File: src/rtl/pc_unit.sv
// Fetch-stage program counter with trap redirect, circular return-address stack and flush pulse.
// Optional build macro PC_MISALIGN_TRAP_EN turns jumps to targets not a multiple of INC into traps.
module pc_unit #(
    parameter int unsigned ADDR_W    = 6,
    parameter int unsigned INC       = 1,
    parameter int unsigned RESET_VEC = 0,
    parameter int unsigned TRAP_VEC  = 1,
    parameter int unsigned RAS_DEPTH = 4
) (
    input  logic              clk,
    input  logic              resetIn,
    input  logic              enable,
    input  logic              select,
    input  logic              call,
    input  logic              ret,
    input  logic              trap,
    input  logic [ADDR_W-1:0] addrJump,
    output logic [ADDR_W-1:0] addrOut,
    output logic              flushOut,
    output logic              rasEmpty,
    output logic              rasFull,
    output logic              misalignOut
);

    localparam int unsigned PTR_W = $clog2(RAS_DEPTH);
    localparam int unsigned CNT_W = $clog2(RAS_DEPTH + 1);

    logic [ADDR_W-1:0] pc_q, pc_d, pc_inc;
    logic              flush_q, flush_d;
    logic              mis_q, mis_d;
    logic [PTR_W-1:0]  ptr_q, ptr_d, top_idx;
    logic [CNT_W-1:0]  cnt_q, cnt_d;
    logic [ADDR_W-1:0] ras_q [RAS_DEPTH];
    logic              ras_we;
    logic [PTR_W-1:0]  ras_widx;
    logic [ADDR_W-1:0] ras_wdata;
    logic              misalign;

    assign pc_inc   = pc_q + ADDR_W'(INC);
    assign top_idx  = ptr_q - PTR_W'(1);
    assign rasEmpty = (cnt_q == '0);
    assign rasFull  = (cnt_q == CNT_W'(RAS_DEPTH));

`ifdef PC_MISALIGN_TRAP_EN
    assign misalign = ((32'(addrJump) % INC) != 0);
`else
    assign misalign = 1'b0;
`endif

    always_comb begin
        pc_d      = pc_q;
        flush_d   = 1'b0;
        mis_d     = 1'b0;
        ptr_d     = ptr_q;
        cnt_d     = cnt_q;
        ras_we    = 1'b0;
        ras_widx  = ptr_q;
        ras_wdata = pc_inc;
        if (enable) begin
            if (trap) begin
                pc_d    = ADDR_W'(TRAP_VEC);
                flush_d = 1'b1;
            end else if (ret && !rasEmpty) begin
                pc_d    = ras_q[top_idx];
                flush_d = 1'b1;
                if (call && select) begin
                    // Swap: replace the popped top with our own return address.
                    ras_we   = 1'b1;
                    ras_widx = top_idx;
                end else begin
                    ptr_d = top_idx;
                    cnt_d = cnt_q - CNT_W'(1);
                end
            end else if (ret || select) begin
                flush_d = 1'b1;
                if (misalign) begin
                    pc_d  = ADDR_W'(TRAP_VEC);
                    mis_d = 1'b1;
                end else begin
                    pc_d = addrJump;
                    if (!ret && call) begin
                        // Full stack overwrites the oldest entry; count saturates.
                        ras_we = 1'b1;
                        ptr_d  = ptr_q + PTR_W'(1);
                        if (!rasFull) cnt_d = cnt_q + CNT_W'(1);
                    end
                end
            end else begin
                pc_d = pc_inc;
            end
        end
    end

    always_ff @(posedge clk or negedge resetIn) begin
        if (!resetIn) begin
            pc_q    <= ADDR_W'(RESET_VEC);
            flush_q <= 1'b0;
            mis_q   <= 1'b0;
            ptr_q   <= '0;
            cnt_q   <= '0;
        end else begin
            pc_q    <= pc_d;
            flush_q <= flush_d;
            mis_q   <= mis_d;
            ptr_q   <= ptr_d;
            cnt_q   <= cnt_d;
        end
    end

    always_ff @(posedge clk) begin
        if (ras_we) ras_q[ras_widx] <= ras_wdata;
    end

    assign addrOut     = pc_q;
    assign flushOut    = flush_q;
    assign misalignOut = mis_q;

endmodule

File: config.mk
export PLATFORM = sky130hd
export DESIGN_NAME = pc_unit
export DESIGN_NICKNAME = d
export VERILOG_FILES = /design/src/rtl/pc_unit.sv
export SDC_FILE = /design/constraint.sdc
export NUM_CORES = 1
export LEC_CHECK = 0
export CORE_MARGIN = 2
export CORE_UTILIZATION = 40
export CTS_BUF_LIST = sky130_fd_sc_hd__clkbuf_8 sky130_fd_sc_hd__clkbuf_16
export DETAILED_ROUTE_END_ITERATION = 8
export MAX_ROUTING_LAYER = met4
export PLACE_DENSITY_LB_ADDON = 0.15
export SYNTH_ARGS = -nofsm -noshare
export SYNTH_HDL_FRONTEND = slang
export SYNTH_SLANG_ARGS = --single-unit
export TNS_END_PERCENT = 20
File: constraint.sdc
create_clock -name clk -period 3.3 [get_ports clk]
set_input_delay 0.33 -clock clk [delete_from_list [all_inputs] [get_ports clk]]
set_output_delay 0.33 -clock clk [all_outputs]
set_load 0.005 [all_outputs]
## Yosys cells after proc, flatten, opt, wreduce, memory -nomap -nowiden

Memories as Yosys holds them, arrays and structs flattened.
Cells that the tools add are included.

| storage, ports and cells | value |
|---|---|
| RAM bits | 24 |
| register bits | 12 |
| input port bits | 13 |
| logic and storage cells | 53 |
| memories kept | 1 |
| output and inout port bits | 10 |

| operators by class | value |
|---|---|
| bitwise gates (word level) | 1 |
| reductions and logical operators | 11 |
| eq/ne operators | 3 |
| $add $sub $neg | 5 |
| mux-type cells | 28 |

Memories:

| name | depth | width | rd ports | clocked after Yosys merged registers in | wr ports | RTL line | source |
|---|---|---|---|---|---|---|---|
| ras_q | 4 | 6 | 1 | 0 | 1 | 33 | `logic [ADDR_W-1:0] ras_q [RAS_DEPTH];` |

Operators by type and width:

| cell | number |
|---|---|
| 6-bit two-way mux | 3 |
| 2-bit two-way mux | 8 |
| 3-bit two-way mux | 5 |
| 1-bit two-way mux | 12 |
| 6-bit by 1-bit adder with 6-bit output, second input constant | 1 |
| 6-bit AND reduction | 1 |
| 5-bit AND reduction | 1 |
| 2-bit nonzero test | 2 |
| 3-bit by 1-bit adder with 3-bit output, second input constant | 1 |
| 3-bit equality test, second input constant | 1 |
| 1-bit logical AND | 3 |
| 3-bit logical NOT | 1 |
| 3-bit by 1-bit subtractor with 3-bit output, second input constant | 1 |
| 2-bit by 1-bit adder with 2-bit output, second input constant | 1 |
| 1-bit logical NOT | 2 |
| 2-bit by 1-bit != test with 1-bit output, second input constant | 1 |
| 2-bit != test, second input constant | 1 |
| 2-bit by 1-bit subtractor with 2-bit output, second input constant | 1 |
| 1-bit logical OR | 1 |
| 1-bit inverter | 1 |

## Depth between registers and ports, before layout

| logic depth | value |
|---|---|
| depth in word-level cells | 9 |
| gate-level depth with buffers | 6 |
| mapped depth without buffers | 6 |

## Worst setup path after synthesis

No wires, ideal clock.

| timing | value |
|---|---|
| kind | input-to-reg |
| start point | input port enable |
| end point | memory ras_q[0][0], enable pin |
| path buffers | 2 |
| slack | 1.380 ns |
| stages on the path | 5 |
| data arrival time | 1.543 ns |
| library setup time | 0.377 ns |
| data required time | 2.923 ns |
| cells stage by stage | buf_2 nor2b_1 buf_2 nand2_1 nor3_1 |

| on the way | value |
|---|---|
| longest elaborated chain between the ends | 3 |
| elaborated cells on any way between the ends | 4 |
| classes of those cells | mux: 4 |

Ends and longest elaborated chain:

| element | RTL line | source |
|---|---|---|
| start: declaration | 12 | `input logic enable,` |
| 1-bit two-way mux | 59 | `if (enable) begin` |
| 1-bit two-way mux | 111 | `if (ras_we) ras_q[ras_widx] <= ras_wdata;` |
| 1-bit two-way mux (not written as such) | 111 |  |
| end: declaration | 33 |  |

Several ways; a longest one is shown, not always the timed one.

## Worst setup path after layout

| timing | value |
|---|---|
| start point | input port ret |
| end point | memory ras_q[2][4], enable pin |

| on the way | value |
|---|---|
| longest elaborated chain between the ends | 9 |
| elaborated cells on any way between the ends | 14 |
| classes of those cells | mux: 10; reduce/logical: 4 |

Ends and longest elaborated chain:

| element | RTL line | source |
|---|---|---|
| start: declaration | 15 | `input logic ret,` |
| 1-bit logical NOT | 81 | `if (!ret && call) begin` |
| 1-bit logical AND | 81 |  |
| 1-bit two-way mux | 81 |  |
| 1-bit two-way mux | 74 | `end else if (ret \|\| select) begin` |
| 1-bit two-way mux | 63 | `end else if (ret && !rasEmpty) begin` |
| 1-bit two-way mux | 60 | `if (trap) begin` |
| 1-bit two-way mux | 59 |  |
| 1-bit two-way mux | 111 |  |
| 1-bit two-way mux (not written as such) | 111 |  |

Several ways; a longest one is shown, not always the timed one.

==> summary.md <==
| Metric | Value |
|---|---|
| PortBufs | `21` |
| Total gr overflow | `0` |
| Max Clock Freq | `between 400 and 500 MHz` |
| Die area | `4940 um2` |
| Hpwl dp | `2940 um` |
| Worst Tran Pin Value | `0.662 ns` |
| Final wirelength | `3830 um` |
| Cell count after placement | `205` |
| Worst vdd rail ir drop | `0.329 mV` |
| Worst-path clk slew | `0.07 ns` |
| Placer Congestion | `0.864` |
| Max-cap violations | `0` |
| Number of top-level pins | `23` |
| Cell area after synthesis | `1760 um2` |
| Final min period | `2.15 ns` |
| Synth area leaders | `edfxtp_1, dfrtp_1, mux4_2` |
| Fin nets | `175` |
| Status | `complete, no violations` |
| # diodes | `0` |
| Worst Hold Slack | `0.414 ns` |
| Number of distinct library cells after synthesis | `41` |
| Cts bufs inserted | `5` |
| Worst Skew | `0.00472 ns` |
| Core Area | `4290 um2` |
| Total GRT Usage | `17.6%` |
| Residual DRC | `0` |
| Post-CTS Resized | `0` |
| Layout cell share with drive strength beyond 1 | `13.0%` |
| CTS Root Cell | `clkbuf_8` |
| Pwr/cell area | `between 700 and 800 nW/um2` |
| Yosys top cell by area | `edfxtp_1` |
| Fin. Hold Viols | `0` |
| Fill cell count | `roughly 400` |
| CTS tree | `built` |
| DR vias | `1173` |
| P_leak | `0.744 nW` |
| Drt first pass iters | `4` |
| Synthesized flop and latch total | `36` |
| Hold Crit Class | `in2async` |
| Final worst slack | `1.15 ns` |
| Most frequent cells in the layout | `edfxtp_1, clkdlybuf4s50_1, dfrtp_1, nor2_1` |
| Max Slew Vio Count | `0` |
| Die H | `~70 um` |
| Prevailing post-synth register cell | `edfxtp_1` |
| FP Rows | `24` |
| Synthesized Nets | `about 150` |
| Final Cycle Share | `65.2%` |
| Number of synthesized flops with an enable pin | `24` |
| Chip Width | `70.3 um` |
| Initial antenna violation count | `0` |
| Mean post-synth cell area | `12.6 um2` |
| CP Max Fanout | `12` |
| Initial Util | `a little over 40%` |
| Sequential area share after synthesis | `about three fifths` |
| Post-route ant nets | `0` |
| Most common cell after layout, fill and taps aside | `edfxtp_1` |
| Latest clock arrival within the worst-skew pair | `about 0.28 ns` |
| Critical path launch point type | `primary input` |
| Area delta synth->final | `20.3%` |
| RSZ-0062 raised after global routing | `no` |
| Yosys warnings | `0` |
| Clk buf depth | `2` |
| Cells after synthesis | `139` |
| FFs w/ async S/R, synth | `33.3%` |
| H-tree depth | `2` |
| Final setup viols | `0` |
| WP data required | `around 3.2 ns` |
| Clock sink total | `36` |
| Crit. End Element | `flip-flop` |
| Top cell type's share of synthesized area | `41.0%` |
| Non-Filler Instances | `213` |
| Global-route wire length before repair | `approximately 6300 um` |
| Hold_buf cts | `0` |
| Pre-CTS WS | `0.826 ns` |
| Number of global-route vias before repair | `about 1200` |
| # Post-CTS Setup Buffers | `0` |
| Worst Path Class, Setup | `in2reg` |
| Setup TNS Final | `0 ns` |
| DR vias/cell | `5.51` |
| Slew margin rel. | `55.9%` |
| CP Data Arrival Time | `2.07 ns` |
| Drt wl/cell | `around 18 um` |
| Largest net degree at the start of global routing | `16` |
| 1st-iter DRT viols | `78` |
cells in the mapped netlist (2+ instances only):
library cell	number
o21ai_0	4
o22ai_1	7
xor2_1	2
a31oi_1	3
and2_1	2
nor3_1	6
o221ai_1	2
mux4_2	6
clkbuf_1	2
buf_2	6
nand2b_1	5
xnor2_1	4
dfrtp_1	12
a21oi_1	3
nand3_1	6
nor2_1	10
nor3b_1	2
edfxtp_1	24
o21a_1	2
nand2_1	4
inv_1	7
routing by layer:
metal	GRT usage, %	share of wire [%]	up-vias	wire length, um
met5	-	0	-	0
met4	5.77	1.3	0	48
met3	3.61	5.6	6	213
met2	29.7	50	29	1930
met1	21.2	43	574	1640
li1	-	-	564	-
where the power goes:
group	leakage (nW)	internal, W	switching [W]
Clock	0.0541	0.000223	0.000152
Sequential	0.366	0.000567	0.000138
Combinational	0.323	0.000234	0.000209
Total	0.744	0.00102	0.000499
area by class of cell:
cell class | count | area, um2 | share of cell area (%)
clock buffer | 5 | 68.8 | 3.26
clock inverter | 3 | 42.5 | 2.01
inverter | 8 | 30.0 | 1.42
multi-input combinational | 86 | 661 | 31.3
sequential | 36 | 1020 | 48.3
tap | 52 | 65.1 | 3.08
timing repair buffer | 23 | 225 | 10.7
worst paths after layout:
path,start,to,slack [ns],cells past startpoint
max,ret,ras_q[2][4],1.15,5
min,resetIn,cnt_q[1],0.41,1
max reg2reg,cnt_q[0],cnt_q[2],1.20,6
min reg2reg,addrOut[4],addrOut[4],0.62,2
max in group asynchronous,resetIn,addrOut[1],2.51,1
min in group clk,addrOut[4],addrOut[4],0.62,2
cells by family after synthesis:
logic type	share of synthesized area, %
AND/OR/NAND/NOR	11.5
flip-flops	58.1
AO/OA/AOI/OAI	12.1
buffers and inverters	4.27
multiplexers	8.90
XOR/XNOR	2.99
adder cells (fa/ha/maj)	1.85
other	0.213
critical path, stage by stage:
cell and delay (ns):
clkdlybuf4s50_1 0.74, o31ai_4 0.22, inv_2 0.16, a21oi_1 0.11
nor2_1 0.52
state kept, by name, indices dropped and copies added, names as in the netlist:
register,count
cnt_q,3
addrOut,6
ptr_q,2
ras_q,24
flushOut,1
through the flow:
| step | instance area, um2 | total power [W] | utilization, % |
|---|---|---|---|
| 6_report | 2110 | 0.00152 | 49.2 |
| 5_1_grt | 2110 | 0.00162 | 49.2 |
| 4_1_cts | 2110 | 0.00154 | 49.2 |
| 3_5_place_dp | 2000 | 0.00116 | 46.6 |
| 3_3_place_gp | 2000 | 0.00115 | 46.6 |
| 2_1_floorplan | 1760 | 0.000983 | - |
(Power assumes the default switching activity.)
